===== config.mk =====
export PLATFORM = sky130hd
export DESIGN_NAME = serial_word_tx_flat
export DESIGN_NICKNAME = d
export VERILOG_FILES = /design/src/rtl/serial_word_tx_pkg.sv /design/src/rtl/serial_word_tx_if.sv /design/src/rtl/serial_word_tx_bit_tick_gen.sv /design/src/rtl/serial_word_tx.sv /design/src/flat_wrapper.sv
export SDC_FILE = /design/constraint.sdc
export NUM_CORES = 1
export LEC_CHECK = 0
export BUFFER_PORTS_ARGS = -buffer_cell sky130_fd_sc_hd__clkbuf_2
export CAP_MARGIN = 15
export CORE_ASPECT_RATIO = 0.75
export CORE_MARGIN = 2
export CORE_UTILIZATION = 35
export CTS_CLUSTER_SIZE = 12
export DETAILED_ROUTE_END_ITERATION = 7
export SLEW_MARGIN = 20
export SYNTH_ARGS = -nofsm -noshare
export SYNTH_HDL_FRONTEND = slang
export SYNTH_HIERARCHICAL = 1
export SYNTH_SLANG_ARGS = --single-unit

===== constraint.sdc =====
create_clock -name clk -period 2.4 [get_ports clk]
set_input_delay 0.36 -clock clk [delete_from_list [all_inputs] [get_ports clk]]
set_output_delay 0.36 -clock clk [all_outputs]
set_load 0.005 [all_outputs]

===== src/rtl/serial_word_tx_pkg.sv =====
// Shared definitions for the serial word transmitter: FSM state encoding,
// default frame geometry and a counter-width helper.
package serial_word_tx_pkg;

    typedef enum logic [1:0] {
        S_IDLE  = 2'd0,
        S_START = 2'd1,
        S_DATA  = 2'd2,
        S_STOP  = 2'd3
    } tx_state_e;

    localparam int SER_DATA_W       = 8;
    localparam int SER_CLKS_PER_BIT = 4;

    // A one-clock bit period still needs a 1-bit counter to exist.
    function automatic int cnt_width(input int n);
        return (n > 1) ? $clog2(n) : 1;
    endfunction

endpackage


===== src/rtl/serial_word_tx_if.sv =====
// Handshake and line signals between a control FSM (master) and the
// serial word transmitter (slave).
interface serial_word_tx_if
    import serial_word_tx_pkg::*;
#(
    parameter int DATA_W = SER_DATA_W
);
    // send/ready: a word moves on the rising edge where send & ready are both 1;
    // send while ready=0 is dropped, never queued, and data_in matters only on that edge.
    logic [DATA_W-1:0] data_in;
    logic              send;
    logic              ready;
    logic              busy;
    logic              tx;
    logic              done;
    tx_state_e         state;

    modport master (
        output data_in,
        output send,
        input  ready,
        input  busy,
        input  tx,
        input  done,
        input  state
    );

    modport slave (
        input  data_in,
        input  send,
        output ready,
        output busy,
        output tx,
        output done,
        output state
    );

endinterface


===== src/rtl/serial_word_tx_bit_tick_gen.sv =====
// Bit-period timer: counts 0..CLKS_PER_BIT-1 and flags the last cycle of each period.
module bit_tick_gen
    import serial_word_tx_pkg::*;
#(
    parameter int CLKS_PER_BIT = SER_CLKS_PER_BIT
) (
    input  logic clk,
    input  logic rst,
    input  logic clr,
    output logic tick
);

    localparam int             CNT_W = cnt_width(CLKS_PER_BIT);
    localparam logic [CNT_W-1:0] LAST = CNT_W'(CLKS_PER_BIT - 1);

    logic [CNT_W-1:0] cnt;

    always_ff @(posedge clk or posedge rst) begin
        if (rst) begin
            cnt <= '0;
        end else if (clr || tick) begin
            cnt <= '0;
        end else begin
            cnt <= cnt + 1'b1;
        end
    end

    assign tick = (cnt == LAST);

endmodule


===== src/rtl/serial_word_tx.sv =====
// Parallel-in/serial-out frame transmitter: start bit, DATA_W data bits LSB first,
// stop bit, each held CLKS_PER_BIT clocks on a registered line.
module serial_word_tx
    import serial_word_tx_pkg::*;
#(
    parameter int DATA_W       = SER_DATA_W,
    parameter int CLKS_PER_BIT = SER_CLKS_PER_BIT
) (
    input  logic             clk,
    input  logic             rst,
    serial_word_tx_if.slave  bus
);

    localparam int               IDX_W    = $clog2(DATA_W + 1);
    localparam logic [IDX_W-1:0] LAST_IDX = IDX_W'(DATA_W - 1);

    tx_state_e         state;
    logic [DATA_W-1:0] shreg;
    logic [DATA_W-1:0] shreg_next;
    logic [IDX_W-1:0]  idx;
    logic              tx_q;
    logic              ready_q;
    logic              done_q;
    logic              tick;
    logic              tick_clr;

    // Holding the timer clear while idle makes the start bit full length.
    assign tick_clr   = (state == S_IDLE);
    assign shreg_next = shreg >> 1;

    bit_tick_gen #(
        .CLKS_PER_BIT(CLKS_PER_BIT)
    ) u_tick (
        .clk (clk),
        .rst (rst),
        .clr (tick_clr),
        .tick(tick)
    );

    always_ff @(posedge clk or posedge rst) begin
        if (rst) begin
            state   <= S_IDLE;
            shreg   <= '0;
            idx     <= '0;
            tx_q    <= 1'b1;
            ready_q <= 1'b1;
            done_q  <= 1'b0;
        end else begin
            done_q <= 1'b0;
            case (state)
                S_IDLE: begin
                    if (bus.send) begin
                        shreg   <= bus.data_in;
                        idx     <= '0;
                        tx_q    <= 1'b0;
                        ready_q <= 1'b0;
                        state   <= S_START;
                    end
                end
                S_START: begin
                    if (tick) begin
                        idx   <= '0;
                        tx_q  <= shreg[0];
                        state <= S_DATA;
                    end
                end
                S_DATA: begin
                    // The next level is taken from the shifted value so tx never lags a bit.
                    if (tick) begin
                        shreg <= shreg_next;
                        if (idx == LAST_IDX) begin
                            tx_q  <= 1'b1;
                            state <= S_STOP;
                        end else begin
                            idx  <= idx + 1'b1;
                            tx_q <= shreg_next[0];
                        end
                    end
                end
                S_STOP: begin
                    if (tick) begin
                        ready_q <= 1'b1;
                        done_q  <= 1'b1;
                        state   <= S_IDLE;
                    end
                end
                default: begin
                    state <= S_IDLE;
                end
            endcase
        end
    end

    assign bus.ready = ready_q;
    assign bus.busy  = ~ready_q;
    assign bus.tx    = tx_q;
    assign bus.done  = done_q;
    assign bus.state = state;

endmodule


===== src/flat_wrapper.sv =====
// flat-port wrapper written by rule: the top's interface ports become plain ports
module serial_word_tx_flat import serial_word_tx_pkg::*;
#(
    parameter int DATA_W       = SER_DATA_W,
    parameter int CLKS_PER_BIT = SER_CLKS_PER_BIT
)
  (clk, rst, bus_data_in, bus_send, bus_ready, bus_busy, bus_tx, bus_done, bus_state);
  serial_word_tx_if #(.DATA_W(DATA_W)) bus_i ();
  input  logic clk;
  input  logic rst;
  input wire logic [$bits(bus_i.data_in)-1:0] bus_data_in;
  input wire logic [$bits(bus_i.send)-1:0] bus_send;
  output wire logic [$bits(bus_i.ready)-1:0] bus_ready;
  output wire logic [$bits(bus_i.busy)-1:0] bus_busy;
  output wire logic [$bits(bus_i.tx)-1:0] bus_tx;
  output wire logic [$bits(bus_i.done)-1:0] bus_done;
  output wire logic [$bits(bus_i.state)-1:0] bus_state;
  assign bus_i.data_in = bus_data_in;
  assign bus_i.send = bus_send;
  assign bus_ready = bus_i.ready;
  assign bus_busy = bus_i.busy;
  assign bus_tx = bus_i.tx;
  assign bus_done = bus_i.done;
  assign bus_state = bus_i.state;
  serial_word_tx #(.DATA_W(DATA_W), .CLKS_PER_BIT(CLKS_PER_BIT)) u_core (.clk(clk), .rst(rst), .bus(bus_i));
endmodule

==> results of run 1 <==
[cells by family after synthesis]
group,count (synthesis),synth area share (%)
simple gates,28,16.5
buf+inv,9,4.33
flops,19,41.3
fa+ha+maj,7,7.58
compound gates,15,10.8
mux,16,19.5
[per-stage QoR]
stage | util [%] | std cells | power (mW)
6_report | 41.0 | 153 | 1.79
5_1_grt | 41.0 | 153 | 1.93
4_1_cts | 41.0 | 153 | 1.80
3_5_place_dp | 39.3 | 148 | 1.56
3_3_place_gp | 39.3 | 148 | 1.53
2_1_floorplan | - | 94 | 1.40
[power by group]
part	switching, mW	leakage [nW]	internal (mW)
registers	0.101	0.233	0.465
clock network	0.107	0.0228	0.118
logic	0.479	0.372	0.525
total	0.686	0.628	1.11
[path summary, 6_finish.rpt]
kind	slack (ps)	from	endpoint
max in group asynchronous	1200	rst	u_core/shreg[1]$_DFFE_PP0P_
worst max-delay path	510	u_core/bus.state[0]$_DFFE_PP0P_	u_core/bus.state[1]$_DFFE_PP0P_
worst min-delay path	340	bus_data_in[7]	u_core/shreg[7]$_DFFE_PP0P_
worst max register to register	510	u_core/bus.state[0]$_DFFE_PP0P_	u_core/bus.state[1]$_DFFE_PP0P_
worst min register to register	460	u_core/u_tick/cnt[0]$_DFF_PP0_	u_core/u_tick/cnt[0]$_DFF_PP0_
min in group asynchronous	490	rst	u_core/u_tick/cnt[1]$_DFF_PP0_
[cells in the mapped netlist]
| cell type | count |
|---|---|
| dfrtp_1 | 17 |
| nand2_1 | 4 |
| nor3b_2 | 1 |
| nor4_1 | 1 |
| a21boi_0 | 1 |
| nand4b_1 | 1 |
| dfstp_2 | 2 |
| o21bai_4 | 1 |
| and3_1 | 3 |
| and2_4 | 1 |
| buf_2 | 1 |
| a22o_1 | 1 |
| buf_6 | 2 |
| and2_1 | 1 |
| inv_1 | 6 |
| mux2_4 | 9 |
| nand3b_1 | 1 |
| o2bb2ai_1 | 1 |
| a21oi_1 | 3 |
| o21ai_0 | 1 |
| or3_1 | 1 |
| o221ai_1 | 1 |
| mux2_2 | 6 |
| and2b_1 | 1 |
| a221o_1 | 3 |
| nand4_1 | 1 |
| mux2i_4 | 1 |
| and3b_1 | 1 |
| nand3_1 | 3 |
| o211ai_1 | 1 |
| ha_1 | 7 |
| nor3_1 | 1 |
| a31oi_1 | 1 |
| nor2_8 | 1 |
| a41oi_1 | 1 |
| nand2b_1 | 1 |
| nor3_2 | 2 |
| nor2_1 | 3 |
[worst max-delay path: stages (launching register included)]
cell	delay, ps
dfrtp_1	420
inv_1	130
ha_1	150
buf_4	270
inv_1	170
o221ai_1	250
mux2_2	370
[area by class of cell]
type	instances	area share, %
flip-flops and latches	19	36.2
multi-input cells	66	47.5
inverters	6	1.70
clock buffers	4	3.41
repair buffers	18	7.39
well taps	40	3.79
[flip-flops by register name (all words and copies together) (netlist names)]
name / flops
u_core/bus.done: 1
u_core/u_tick/cnt: 2
u_core/idx: 4
u_core/bus.state: 2
u_core/shreg: 8
u_core/bus.tx: 1
u_core/bus.ready: 1
[placed cells by master, fill, tap and decap left out, types with 4 or more instances in the layout]
cell / Yosys / final
dfrtp_1: 17 / 17
nand2_1: 4 / 4
ha_1: 7 / 7
mux2_4: 9 / 9
mux2_2: 6 / 6
clkbuf_2: 0 / 16
inv_1: 6 / 6
[routing by layer]
metal	vias up	track usage (%)
met2	33	20.3
met5	-	0
met3	3	2.25
li1	380	-
met1	388	15.8
met4	0	6.73
[what timing repair did]
| action | 4_1_cts | 5_1_grt |
|---|---|---|
| setup buffers | 0 | 0 |
| endpoints found under the hold margin | 2 | 0 |
| hold buffers | 1 | 0 |
==> impl_metrics.ini, run 1 <==
[placed_design]
pre_cts_slack_ps = 554
gp_routability_congestion = 0.804
port_buffers = 16
hpwl_um = 1480
placed_cell_area_um2 = 1270

[sta]
relSlewSlack_pct = 53.7
worstMarginPinSlew_ps = 693
hold_violations = 0
finalSetupTns_ps = 0
drv_slew = 0
rsz0062_at_grt = false
whs_ps = 336
setup_ws_ps = 513
finalCriticalPeriod_ps = 1890
setup_violations = 0
clock_skew_ps = 5.36
fmaxAchievable_mhz = 530
min_period_over_period_pct = 78.6

[cells_and_area]
fin_area_um2 = 1320
nNetsFinal = 132
diodes = 0
area_delta_synth_final_pct = 14.3
multi_input_comb_area_um2 = 628
fill_cells = 297
ff_latch_area_um2 = 478
layout-drive-gt1-share_pct = 38.9

[floorplanning]
initial_core_util_pct = 35.9
ios = 17
rows = 18
core_area_um2 = 3220
die_x_um = 70.4
die_h_um = 53.8
die_area_um2 = 3780

[clock_network]
htreeDepth = 1
clk_pin_slew_ps = 70
clk_latency_ps = 260
cts_made_buffers = 3
root_buffer = clkbuf_8
cts.sinks = 19
cts_tree = yes
cts_max_path_buffers = 2
cts_resized = 0

[detailed_routing]
maxUsedRoutingLayer = met4
drt_iter0_markers = 13
dr.pass1.iters = 4
detail_route.vias_per_cell = 5.25
vias = 804
drc = 0
wl_per_cell_um = 14.0
wl_met3_um = 99
detail-route-antenna-nets = 0
wirelength_um = 2150
wl_met1_um = 989
wl_met2_um = 1030

[worst_setup_path]
r2r.worst_path.cells = 6
critPathArrivalTime_ps = 2040
cp-start-kind = register
worstSetupPathType = register to register
endpoint_kind = register
worstPathMaxFanout = 20
cp.required_ps = 2550

[worst_hold_path]
min_path_type = input port to register
hold_depth = 3

[synthesis]
syn_avg_cell_area_um2 = 12.3
yosys.area.top_type = dfrtp_1
ys_ff_latch = 19
syn_inst = 94
syn-num-nets = 112
ys_warn_count = 6
yosys.cell_types.count = 38
synth_top_cell_area_share_pct = 36.8
synthesis.area_um2 = 1160
seq_area_frac_synth_pct = 41.3
synthTopCellsByArea = dfrtp_1 (37%), mux2_4 (12%), ha_1 (7.6%)

[global_route]
grt_max_degree = 21
track_usage_pct = 12.4
grt_pass1_wl_um = 3640
antenna_found_initial = 0
grt_pass1_vias = 799
gr-total-overflow = 0

[power]
peakVddDrop_uv = 553
power.density_nw_per_um2 = 1360
p_leak_nw = 0.628

[job]
maxCapViolCount = 0

[outcome]
outcome = finished, final reports clean
No activity file was read; power rests on OpenSTA's default activity.
==> run 2, diff against run 1 <==
Settings changed: ABC_AREA set to 1.
Clock period 2.4 ns to 1.5 ns, I/O delays scaled along.
==> run 2 against run 1 <==
  * Largest power group unchanged
  * Non-clock buffer count grew 13
  * Via count increased by 27%
  * Sequential share of layout area is 4.8 points lower
  * Worst hold slack worse by 110 ps
  * Die area increased by 3.6%
  * The run now ends with setup timing left
  * Combinational power increased by 110%
  * Clock skew fell by 1.0 ps
  * Clock power increased by 56%
  * Sequential power is 43% higher
  * Area after synthesis up 3.9%
  * Global-route usage up 0.22 points
  * Register-to-register slack got worse by 520 ps
==> impl_metrics.ini, run 2 <==
[outcome]
outcome = finished with violations
violations = setup timing

[cells_and_area]
final_cells = 221
layout-drive-gt1-share_pct = 33.1
top_register = u_core/shreg
nNetsFinal = 200
diodes = 0
fin_util_pct = 46.3
area_delta_synth_final_pct = 26.8
largest_reg_flops = 8
top_regs = u_core/shreg: 8 flops, u_core/idx: 4 flops
final_cell_mix = nand2_1 (43), inv_1 (24), dfrtp_1 (17)
final_common_cell = nand2_1

[synthesis]
synth_most_common_cell = nand2_1
synth-edff-count = 0
synth_top_family_by_area = simple AND/OR/NAND/NOR gates
seq_area_frac_synth_pct = 39.8
syn_inst = 149
ys_warn_count = 6
yosys.area.top_type = dfrtp_1
syn-num-nets = 167
synth_top_cell_area_share_pct = 35.4
yosys.area_share.simple_pct = 31.5
synthArstFlopShare_pct = 100
yosys.cell_types.count = 26
synth_flop_cell = dfrtp_1
muxShareOfSynthArea_pct = 0
ys_ff_latch = 19
synth_xor_xnor_area_share_pct = 0
synth-compound-area-share_pct = 10.0
netlist_top_cells_count = nand2_1 (43), inv_1 (25), dfrtp_1 (17), nand3_1 (11), nor2_1 (9)
synthTopCellsByArea = dfrtp_1 (35%), nand2_1 (13%), inv_1 (7.8%)
synthesis.area_um2 = 1200
synth-adder-area-share_pct = 7.29
syn_avg_cell_area_um2 = 8.06

[worst_setup_path]
crit_family = simple AND/OR/NAND/NOR gates
worstPathMaxFanout = 6
crit_chain = buf_4 > ha_4 > nand2_4 > nand2_1 > nor2_2 > buf_4 > nand4_1 > nand2_1
crit_buf_inv = 2
rr_startpoint = u_core/bus.state[1]$_DFFE_PP0P_
critPathArrivalTime_ps = 1700
worstSetupPathType = register to register
cpPeakStageDelay_ps = 410
worst_path_max_delay_cell = dfrtp_1
crit_start = u_core/bus.state[1]$_DFFE_PP0P_
cp-start-kind = register
endpoint_kind = register
cp.required_ps = 1700

[floorplanning]
die_area_um2 = 3920
core_area_um2 = 3290
rows = 18
ios = 17
die_h_um = 54.7
initial_core_util_pct = 36.5
die_x_um = 71.6

[worst_hold_path]
min_path_type = input port to register
min_from = bus_data_in[7]

[sta]
hold_violations = 0
whs_ps = 224
worstMarginPinSlew_ps = 286
fmaxAchievable_mhz = 665
finalSetupTns_ps = -2.68
setup_violations = 1
clock_skew_ps = 4.33
drv_slew = 0
min_period_over_period_pct = 100
finalCriticalPeriod_ps = 1500
relSlewSlack_pct = 80.9
setup_ws_ps = -2.68
rsz0062_at_grt = true

[detailed_routing]
wirelength_um = 2440
detail-route-antenna-nets = 0
vias = 1021
drc = 0
detail_route.vias_per_cell = 4.62
drt_iter0_markers = 64
dr.pass1.iters = 4
wl_per_cell_um = 11.1

[clock_network]
htreeDepth = 1
cts_made_buffers = 3
root_buffer = clkbuf_8
clk_latency_ps = 250
cts_max_path_buffers = 2
clk_pin_slew_ps = 70
cts_tree = yes
cts.sinks = 19

[global_route]
gr-total-overflow = 0
track_usage_pct = 12.6
grt_pass1_wl_um = 3710
grt_max_degree = 18
antenna_found_initial = 0
grt_pass1_vias = 864

[power]
p_leak_nw = 0.831
power.density_nw_per_um2 = 2140
peakVddDrop_uv = 696
fin_total_pwr_mw = 3.26

[placed_design]
port_buffers = 16
gp_routability_congestion = 0.872
hpwl_um = 1670
dp_cells = 209

[job]
maxCapViolCount = 0
[run 2: cell count changes after synthesis, moves of 3 or more]
cell,previous run,this run
nand2_1,4,43
inv_1,6,25
mux2_4,9,0
nand3_1,3,11
mux2_2,6,0
nor2_1,3,9
o21ai_0,1,7
o21ai_2,0,6
a221o_1,3,0
and3_1,3,0
nand2_4,0,3
[run 2: layout make-up]
cell class,count,area (um^2)
Timing Repair Buffer,31,199
Tap cell,40,50.0
Inverter,26,100
Fill cell,325,1770
Multi-Input combinational cell,101,651
Clock buffer,4,45.0
Sequential cell,19,478
[run 2: stage by stage]
stage,setup WS [ps],area [um^2]
final,-2.68,1520
after global placement,-41.1,1350
after detailed placement,-121,1350
after CTS,17.9,1420
after floorplan,65.8,1200
after global routing,-26.1,1520
[run 2: cells by family (layout without fill, tap and decap cells)]
| group | Yosys count | count (layout) |
|---|---|---|
| adder cells (fa/ha/maj) | 7 | 7 |
| AND/OR/NAND/NOR | 76 | 76 |
| flip-flops | 19 | 19 |
| buffers and inverters | 29 | 61 |
| AO/OA/AOI/OAI | 18 | 18 |
[run 2: power by group]
group	internal [mW]	total, mW	switching [mW]
registers	0.722	0.809	0.0873
clock network	0.189	0.352	0.164
logic	0.900	2.10	1.20
[run 2: per-layer routing]
| metal | vias to the layer above | GRT usage, % | wire length [um] |
|---|---|---|---|
| met1 | 478 | 15.7 | 1140 |
| met5 | - | 0 | 0 |
| met3 | 0 | 4.42 | 100 |
| met2 | 15 | 21.3 | 1210 |
| met4 | 0 | 2.83 | 0 |
| li1 | 528 | - | - |
[run 2: worst reg2reg max path, stage by stage (launching register included)]
cell and delay (ps):
dfrtp_1 410, buf_4 150, ha_4 190, nand2_4 100, nand2_1 90, nor2_2 170
buf_4 130, nand4_1 100, nand2_1 100
[run 2: what timing repair did]
item	in CTS	in global routing
gates resized for setup	3	12
cloned	0	0
pin swaps	0	6
buffers inserted	0	7
endpoints found under the setup margin	15	14
hold endpoints to repair	17	0
hold buffers	1	0
[run 2: path summary, 6_finish.rpt]
kind	slack, ps	end	cells after the start
min in group asynchronous	360	u_core/u_tick/cnt[1]$_DFF_PP0_	3
worst min-delay path	220	u_core/shreg[7]$_DFFE_PP0P_	3
worst min register to register	430	u_core/u_tick/cnt[0]$_DFF_PP0_	1
worst max register to register	-3	u_core/bus.state[1]$_DFFE_PP0P_	8
worst max-delay path	-3	u_core/bus.state[1]$_DFFE_PP0P_	8
max in group asynchronous	720	u_core/bus.ready$_DFFE_PP1P_	4
==> run 3, diff against run 2 <==
Settings changed: CORE_UTILIZATION 35 to 55, PLACE_DENSITY set to 0.77.
Clock period 1.5 ns to 1.55 ns, I/O delays scaled along.
==> run 3 against run 2 <==
  * The flow now finishes without violations
  * Clock skew grew 3.0 ps
  * Maximum frequency increased by 1.9%
  * Clock power is 30% lower
  * First-iteration DRC count down 41%
  * Non-clock buffer count shrank 8
  * Power fell by 16%
  * Design area is 9.9% lower
  * Clock-buffer cell count unchanged
  * Critical path depth fell by 1
  * Highest routed layer is now met4
==> impl_metrics.ini, run 3 (synthesis results as in run 2) <==
[sta]
fmaxAchievable_mhz = 678
worstMarginPinSlew_ps = 253
clock_skew_ps = 7.37
rsz0062_at_grt = true
min_period_over_period_pct = 95.1
setup_violations = 0
relSlewSlack_pct = 83.1
finalCriticalPeriod_ps = 1470
drv_slew = 0
hold_violations = 0

[worst_hold_path]
min_from = bus_data_in[7]
whs_endpoint = u_core/shreg[7]$_DFFE_PP0P_
min_path_type = input port to register
hold_depth = 3

[global_route]
grt_max_degree = 16
grt_pass1_vias = 887
gr-total-overflow = 0
track_usage_pct = 18.9
antenna_found_initial = 0
grt_pass1_wl_um = 3710

[worst_setup_path]
r2r.worst_path.cells = 7
reg2reg_to = u_core/shreg[7]$_DFFE_PP0P_
worstSetupPathType = register to register
r2r_slack_ps = 80
cp-start-kind = register
endpoint_kind = register
worstPathMaxFanout = 15
critPathArrivalTime_ps = 1710
rr_startpoint = u_core/bus.state[1]$_DFFE_PP0P_
crit_start = u_core/bus.state[1]$_DFFE_PP0P_
cp.required_ps = 1780

[detailed_routing]
drt_iter0_markers = 38
detail_route.vias_per_cell = 4.94
detail-route-antenna-nets = 0
wirelength_um = 2310
vias = 974
drc = 0
wl_per_cell_um = 11.7
dr.pass1.iters = 4

[cells_and_area]
top_regs = u_core/shreg: 8 flops, u_core/idx: 4 flops
final_cell_mix = nand2_1 (43), inv_1 (25), dfrtp_1 (17)
final_common_cell = nand2_1
largest_reg_flops = 8
diodes = 0
area_delta_synth_final_pct = 14.3
fill_cells = 159
top_register = u_core/shreg
multi_input_comb_area_um2 = 603
nNetsFinal = 192
fin_util_pct = 67.5
ff_latch_area_um2 = 478
fin_area_um2 = 1370
layout-drive-gt1-share_pct = 27.7

[floorplanning]
initial_core_util_pct = 59.1
die_h_um = 44.5
die_x_um = 58.0
ios = 17
rows = 14
core_area_um2 = 2030
die_area_um2 = 2580

[placed_design]
port_buffers = 16
placed_cell_area_um2 = 1300
gp_routability_congestion = 0.789
hpwl_um = 1690

[power]
p_seq_share_pct = 28.4
p_leak_nw = 0.776
fin_total_pwr_mw = 2.74
switching_share_pct = 47.1
clockPowerShare_pct = 9.1
peakVddDrop_uv = 1290
internal_power_mw = 1.45
power_switching_mw = 1.29
power.density_nw_per_um2 = 2000
combinationalPowerShare_pct = 62.6

[clock_network]
cts.sinks = 19
cts_made_buffers = 3
clk_pin_slew_ps = 110
clk_latency_ps = 290
cts_tree = yes
root_buffer = clkbuf_4
cts_max_path_buffers = 2
htreeDepth = 1

[outcome]
outcome = finished, final reports clean

[job]
maxCapViolCount = 0
==> run 3: changes by cell type in the layout (fill, tap and decap cells not counted), moves of 2 or more <==
cell | before | now
buf_4 | 13 | 6
clkbuf_4 | 0 | 3
clkbuf_8 | 3 | 0
ha_4 | 3 | 1
==> run 3: final cells by class <==
| class | count | area share [%] |
|---|---|---|
| flip-flops and latches | 19 | 34.8 |
| multi-input cells | 101 | 43.9 |
| clock buffers | 4 | 1.91 |
| repair buffers | 23 | 9.85 |
| inverters | 26 | 7.29 |
| well taps | 24 | 2.19 |
==> run 3: routing by layer <==
layer / track usage (%) / share of wire [%]
met5: 0 / 0
met1: 25.1 / 49
met3: 6.14 / 3.3
met4: 4.65 / 0.56
met2: 30.2 / 47
==> run 3: power groups by stage <==
stage	clock network [mW]	logic, mW	registers (mW)
after floorplan	0	1.35	0.789
after global placement	0	1.53	0.783
after detailed placement	0	1.60	0.789
after CTS	0.261	1.61	0.780
after global routing	0.275	1.93	0.803
final	0.248	1.71	0.777
==> run 3: how the worst max path moves through the flow <==
| stage | to | slack, ps |
|---|---|---|
| CTS | u_core/bus.state[1]$_DFFE_PP0P_ | 10 |
| global route | u_core/shreg[7]$_DFFE_PP0P_ | -40 |
| global placement | u_core/shreg[7]$_DFFE_PP0P_ | 20 |
| floorplan | u_core/shreg[2]$_DFFE_PP0P_ | 120 |
| finish | u_core/shreg[7]$_DFFE_PP0P_ | 80 |
| detailed placement | u_core/shreg[1]$_DFFE_PP0P_ | -60 |
==> run 3: repair_timing <==
action                                  in CTS  in global routing
resized for setup                            1                  3
hold buffers                                 1                  0
gates cloned                                 0                  0
endpoints found under the setup margin      15                 10
buffers inserted                             0                  2
pin swaps                                    0                  0
endpoints found under the hold margin        7                  0
==> run 3: critical path, stage by stage (launching register included) <==
cell,delay [ps]
dfrtp_1,420
buf_4,150
ha_4,210
nand2_4,110
nand2_4,70
nor2_8,220
nand3_1,150
o21ai_2,80
==> run 3: per-stage QoR <==
stage / hold WS (ps) / instances / setup TNS (ps) / setup WS (ps)
3_5_place_dp: 83.0 / 190 / -597 / -59.4
4_1_cts: 163 / 195 / 0 / 9.87
3_3_place_gp: 78.3 / 190 / 0 / 17.3
2_1_floorplan: -26.3 / 149 / 0 / 116
6_report: 199 / 197 / 0 / 75.8
5_1_grt: 205 / 197 / -39.1 / -35.6
